`config.mk`:
```
export PLATFORM = sky130hd
export DESIGN_NAME = rv32_decode_exec_forward_buffer
export DESIGN_NICKNAME = d
export VERILOG_FILES = /design/src/rtl/rv32_decode_exec_forward_buffer.sv
export SDC_FILE = /design/constraint.sdc
export NUM_CORES = 1
export LEC_CHECK = 0
export ABC_AREA = 1
export CORE_AREA = 5 5 153 155
export CTS_BUF_LIST = sky130_fd_sc_hd__clkbuf_2 sky130_fd_sc_hd__clkbuf_4 sky130_fd_sc_hd__clkbuf_8
export DETAILED_ROUTE_END_ITERATION = 10
export DIE_AREA = 0 0 158 160
export PLACE_DENSITY = 0.75
export SETUP_SLACK_MARGIN = 0.2
export SLEW_MARGIN = 15
export SYNTH_ARGS = -nofsm -noshare
export SYNTH_HDL_FRONTEND = slang
export SYNTH_SLANG_ARGS = --single-unit
```
`constraint.sdc`:
```
create_clock -name clk -period 4.5 [get_ports clk]
set_input_delay 1.125 -clock clk [delete_from_list [all_inputs] [get_ports clk]]
set_output_delay 1.125 -clock clk [all_outputs]
set_load 0.005 [all_outputs]
```
`src/rtl/rv32_decode_exec_forward_buffer.sv`:
```
// ---------------------------------------------------------------------------
// rv32_decode_exec_forward_buffer
//
// Decode->exec pipeline register that resolves operand forwarding at load
// time. Each of the three operands (rs1, rs2, rd) comes from the register
// file, the exec-stage result or the mem-stage result, as chosen by the
// hazard unit. The resolved values are captured together with PC and
// instruction.
//
// Per-cycle priority: rst > flush > exec_hold > load-use bubble > load.
//
// Ports
//   clk, rst          clock, synchronous active-high reset
//   in_valid/pc/instr decode-stage instruction
//   rf_data[95:0]     RF read data, [31:0]=rs1 [63:32]=rs2 [95:64]=rd
//   bypass_rs[5:0]    2-bit select per operand, same order as rf_data
//   hdu_stall         load-use stall request
//   exec_result       result leaving exec
//   mem_result        result leaving mem
//   exec_hold         downstream stall, freeze the buffer
//   flush             kill buffer contents
//   out_*             registered instruction, PC and resolved operands
//   decode_ready      decode instruction consumed this cycle (combinational)
//   bubble            load-use bubble inserted this cycle (combinational)
//
// Optional feature, enabled by defining RV32_FWD_PERF_EN:
//   perf_clear (in), perf_bubbles / perf_holds (out, saturating counters)
// ---------------------------------------------------------------------------
module rv32_decode_exec_forward_buffer (
  input  logic        clk,
  input  logic        rst,
  input  logic        in_valid,
  input  logic [31:0] in_pc,
  input  logic [31:0] in_instr,
  input  logic [95:0] rf_data,
  input  logic [5:0]  bypass_rs,
  input  logic        hdu_stall,
  input  logic [31:0] exec_result,
  input  logic [31:0] mem_result,
  input  logic        exec_hold,
  input  logic        flush,
`ifdef RV32_FWD_PERF_EN
  input  logic        perf_clear,
  output logic [31:0] perf_bubbles,
  output logic [31:0] perf_holds,
`endif
  output logic        out_valid,
  output logic [31:0] out_pc,
  output logic [31:0] out_instr,
  output logic [95:0] out_op,
  output logic        decode_ready,
  output logic        bubble
);

  localparam logic [31:0] Nop = 32'h0000_0013;  // addi x0, x0, 0

  logic        valid_q, valid_d;
  logic [31:0] pc_q, pc_d;
  logic [31:0] instr_q, instr_d;
  logic [95:0] op_q, op_d;
  logic [95:0] op_resolved;
  logic        do_hold;
  logic        do_bubble;

  // Operand forwarding mux; select value 3 is reserved and reads the RF.
  always_comb begin
    op_resolved = '0;
    for (int i = 0; i < 3; i++) begin
      case (bypass_rs[i*2 +: 2])
        2'd1:    op_resolved[i*32 +: 32] = exec_result;
        2'd2:    op_resolved[i*32 +: 32] = mem_result;
        default: op_resolved[i*32 +: 32] = rf_data[i*32 +: 32];
      endcase
    end
  end

  // Control decode; flush outranks hold, hold outranks the load-use stall.
  always_comb begin
    do_hold      = !flush && exec_hold;
    do_bubble    = !flush && !exec_hold && hdu_stall && in_valid;
    decode_ready = !rst && !do_hold && !do_bubble;
    bubble       = !rst && do_bubble;
  end

  always_comb begin
    valid_d = valid_q;
    pc_d    = pc_q;
    instr_d = instr_q;
    op_d    = op_q;
    if (flush) begin
      valid_d = 1'b0;
      pc_d    = '0;
      instr_d = Nop;
      op_d    = '0;
    end else if (do_hold) begin
      // Keep everything, including operands: no re-sampling of bypass sources.
    end else if (do_bubble) begin
      // PC is kept so the bubble still carries a meaningful address.
      valid_d = 1'b0;
      instr_d = Nop;
      op_d    = '0;
    end else begin
      valid_d = in_valid;
      pc_d    = in_pc;
      instr_d = in_instr;
      op_d    = op_resolved;
    end
  end

  always_ff @(posedge clk) begin
    if (rst) begin
      valid_q <= 1'b0;
      pc_q    <= '0;
      instr_q <= Nop;
      op_q    <= '0;
    end else begin
      valid_q <= valid_d;
      pc_q    <= pc_d;
      instr_q <= instr_d;
      op_q    <= op_d;
    end
  end

  assign out_valid = valid_q;
  assign out_pc    = pc_q;
  assign out_instr = instr_q;
  assign out_op    = op_q;

`ifdef RV32_FWD_PERF_EN
  logic [31:0] perf_bubbles_q, perf_bubbles_d;
  logic [31:0] perf_holds_q, perf_holds_d;

  // Saturating event counters; clear wins over a same-cycle increment.
  always_comb begin
    perf_bubbles_d = perf_bubbles_q;
    perf_holds_d   = perf_holds_q;
    if (perf_clear) begin
      perf_bubbles_d = '0;
      perf_holds_d   = '0;
    end else begin
      if (do_bubble && (perf_bubbles_q != 32'hFFFF_FFFF)) begin
        perf_bubbles_d = perf_bubbles_q + 32'd1;
      end
      if (do_hold && (perf_holds_q != 32'hFFFF_FFFF)) begin
        perf_holds_d = perf_holds_q + 32'd1;
      end
    end
  end

  always_ff @(posedge clk) begin
    if (rst) begin
      perf_bubbles_q <= '0;
      perf_holds_q   <= '0;
    end else begin
      perf_bubbles_q <= perf_bubbles_d;
      perf_holds_q   <= perf_holds_d;
    end
  end

  assign perf_bubbles = perf_bubbles_q;
  assign perf_holds   = perf_holds_q;
`endif

endmodule

```
==> key figures <==
Power and ir drop
  – Power Internal: 2.38 mW
  – Combinational fraction of design power: 24.1%
  – LEAKAGE: 5.53 nW
  – Sw frac: 32.0%
  – Reg power frac: 43.4%
  – Clock power share: 32.5%
  – Sw Pwr: 1.12 mW
  – Worst vdd rail ir drop: 0.000178 V
  – P per Cell Area: 277 mW/mm^2

Finish
  – Most frequent cells in the layout: nand2_1 (830), clkdlybuf4s50_1 (398), dfxtp_1 (161)
  – Multi-input logic area: 0.00441 mm^2
  – Fillers: 2113
  – P&R area growth vs syn: 55.3%
  – Commonest non-fill, non-tap cell in the layout: nand2_1
  – # nets final: 1924
  – Sequential Area: 0.00322 mm^2
  – ANT cells: 0
  – Share of cells above drive strength 1: 5.43%

Timing
  – Final Skew: 0 ns
  – Actual slew at the worst max-slew pin: 1.03 ns
  – Fmax: 0.270 GHz
  – Pins Over Slew Limit: 0
  – Fin. Hold Viols: 0
  – WHS: 0.469 ns
  – RSZ-0062 raised after global routing: no
  – Tcrit/Tclk final: 82.2%
  – Setup violations, final: 0
  – Worst rel slew slack: 31.1%
  – Setup TNS: 0 ns
  – Min Tclk post-route: 3.70 ns

Logic synthesis
  – Avg Inst Size Synth: 6.11 um^2
  – Syn Nets: 1573
  – Synth warnings: 0
  – Top-area cell type share of the netlist area: 39.6%
  – Mapped Cells: 1331
  – Yosys reg bits: 161
  – Mapped cell area: 0.00814 mm^2
  – Yosys cell types: 18
  – Cell taking the most area after synthesis: dfxtp_1
  – Ranking of synthesized cells by area: dfxtp_1 (40%), nand2_1 (38%), a21oi_1 (5.9%), a21oi_2 (3.2%), nor2_1 (3.0%)
  – Seq/Total Area, Yosys: 39.6%

Floorplanning
  – Initial core utilization: 37.5%
  – Chip height: 160 um
  – Die width: 158 um
  – Total die area: 0.0253 mm^2
  – Row cnt: 54
  – IO Count: 399
  – Core area: 0.0217 mm^2

Setup path
  – CP Launch Type: input pin
  – R2r startpoint: out_instr[1]$_SDFFE_PP1N_
  – CP cell instances: clkdlybuf4s50_1 > inv_2 > nand3_2 > nor3_1 > clkdlybuf4s50_1
  – Slowest CP cell: clkdlybuf4s50_1
  – CP max FO: 3
  – Crit Path Class: in -> out
  – Critical Path AT: 2.58 ns
  – Worst Path Required: 3.38 ns
  – Reg2Reg Depth: 2
  – R2r setup slk: 3.80 ns
  – CP startpoint: flush
  – Crit path capture type: output pin
  – FF-to-FF End: out_instr[1]$_SDFFE_PP1N_
  – CP max stage delay: 0.56 ns
  – Worst Setup EP: bubble
  – Most frequent cell on the critical path: clkdlybuf4s50_1

Worst hold path
  – Hold path depth: 2
  – Worst hold start: out_op[16]$_SDFFE_PP0N_
  – Worst hold path class: reg -> reg

Clocking
  – TritonCTS clock tree: built
  – Clock transition at path regs: 0.09 ns
  – Clk buf depth: 2
  – Worst-Skew Late Latency: 0.46 ns
  – Post-CTS Setup Bufs: 0
  – Number of buffers created by CTS: 17
  – H-tree depth: 4
  – Sink Count: 161
  – Post_cts resized: 0
  – CTS Hold Buffers Added: 0
  – Clk root buf: clkbuf_8

Placed design
  – HPWL after DPL: 24000 um
  – GPL Wtd Cong: 0.857
  – Input/output buffers: 398

Global routing
  – Total congestion overflow: 0
  – Initial antenna violation count: 0
  – Vias in the first global route: 9013
  – First-pass GRT wire length: 50300 um
  – Largest net degree at the start of global routing: 76
  – Gr usage total: 25.2%

Drt
  – Antenna-violating nets left: 0
  – DR vias: 9530
  – DR DRC count: 0
  – DRT iter0 DRCs: 718
  – Vias per cell: 4.83
  – WL final: 33100 um
  – Pre-antenna DRT Iters: 5
  – M1 WL: 13500 um
  – Met2 WL: 15800 um
  – Met3 routed WL: 2930 um
  – Max Used Layer: met4
  – Drt wl/cell: 16.7 um

Job
  – Total of max-cap violations: 0

Outcome
  – Status: finished, final reports clean
synthesized netlist by cell type, drive strengths merged:
cell type	instances
o22ai	3
nor2	67
nor3	1
dfxtp	161
clkbuf	37
o21ai	33
nand3	1
ha	6
buf	51
a21oi	126
inv	13
nand2	832
worst min-delay path by stage:
stage / endpoint / slack, ns
after global routing: out_op[70]$_SDFFE_PP0N_ / 0.48
after floorplan: out_instr[31]$_SDFFE_PP0N_ / 0.46
after detailed placement: out_op[16]$_SDFFE_PP0N_ / 0.46
final: out_op[16]$_SDFFE_PP0N_ / 0.47
after global placement: out_instr[7]$_SDFFE_PP0N_ / 0.45
after CTS: out_op[16]$_SDFFE_PP0N_ / 0.47
final cells by class:
type                            instances  area share (%)
Clock buffer                           18            1.91
Sequential cell                       161            25.5
Inverter                               13           0.446
Tap cell                              280            2.77
Multi-Input combinational cell       1069            34.9
Timing Repair Buffer                  420            33.1
Clock inverter                         14            1.33
worst max-delay path, delay by kind of cell:
kind          cells  cell delay, ns
buf+inv           3            1.11
simple gates      2            0.34
kinds of logic (layout without fill, tap and decap cells):
kind of cell,after synthesis,count (layout),synth area share [%]
AND/OR/NAND/NOR,901,901,41.9
AO/OA/AOI/OAI,162,162,11.4
flip-flops,161,161,39.6
buffers and inverters,101,465,6.21
adder cells (fa/ha/maj),6,6,0.922
layer usage:
| metal | global-route usage [%] | vias up |
|---|---|---|
| met5 | 0 | - |
| met4 | 8.07 | 0 |
| met3 | 7.55 | 55 |
| met2 | 42.4 | 373 |
| met1 | 30.8 | 4304 |
| li1 | - | 4798 |
power groups by stage:
| stage | Clock [mW] | Combinational [mW] | Sequential [mW] |
|---|---|---|---|
| finish | 1.14 | 0.842 | 1.52 |
| global route | 1.23 | 0.926 | 1.52 |
| CTS | 1.17 | 0.843 | 1.52 |
| detailed placement | 0 | 0.839 | 1.55 |
| global placement | 0 | 0.832 | 1.55 |
| floorplan | 0 | 0.378 | 1.55 |
per-stage QoR:
| step | cells | total power, mW | area [um^2] | util (%) | worst slack [ns] |
|---|---|---|---|---|---|
| 6_report | 1975 | 3.50 | 12600 | 58.3 | 0.800 |
| 5_1_grt | 1975 | 3.68 | 12600 | 58.3 | 0.717 |
| 4_1_cts | 1975 | 3.53 | 12600 | 58.3 | 0.790 |
| 3_5_place_dp | 1943 | 2.39 | 12200 | 56.4 | 0.806 |
| 3_3_place_gp | 1943 | 2.38 | 12200 | 56.4 | 0.793 |
| 2_1_floorplan | 1331 | 1.93 | 8140 | - | 1.68 |
state kept, by name, indices dropped and copies added (netlist names):
| signal | cells |
|---|---|
| out_valid | 1 |
| out_pc | 32 |
| out_op | 96 |
| out_instr | 32 |
(Power assumes the default switching activity.)
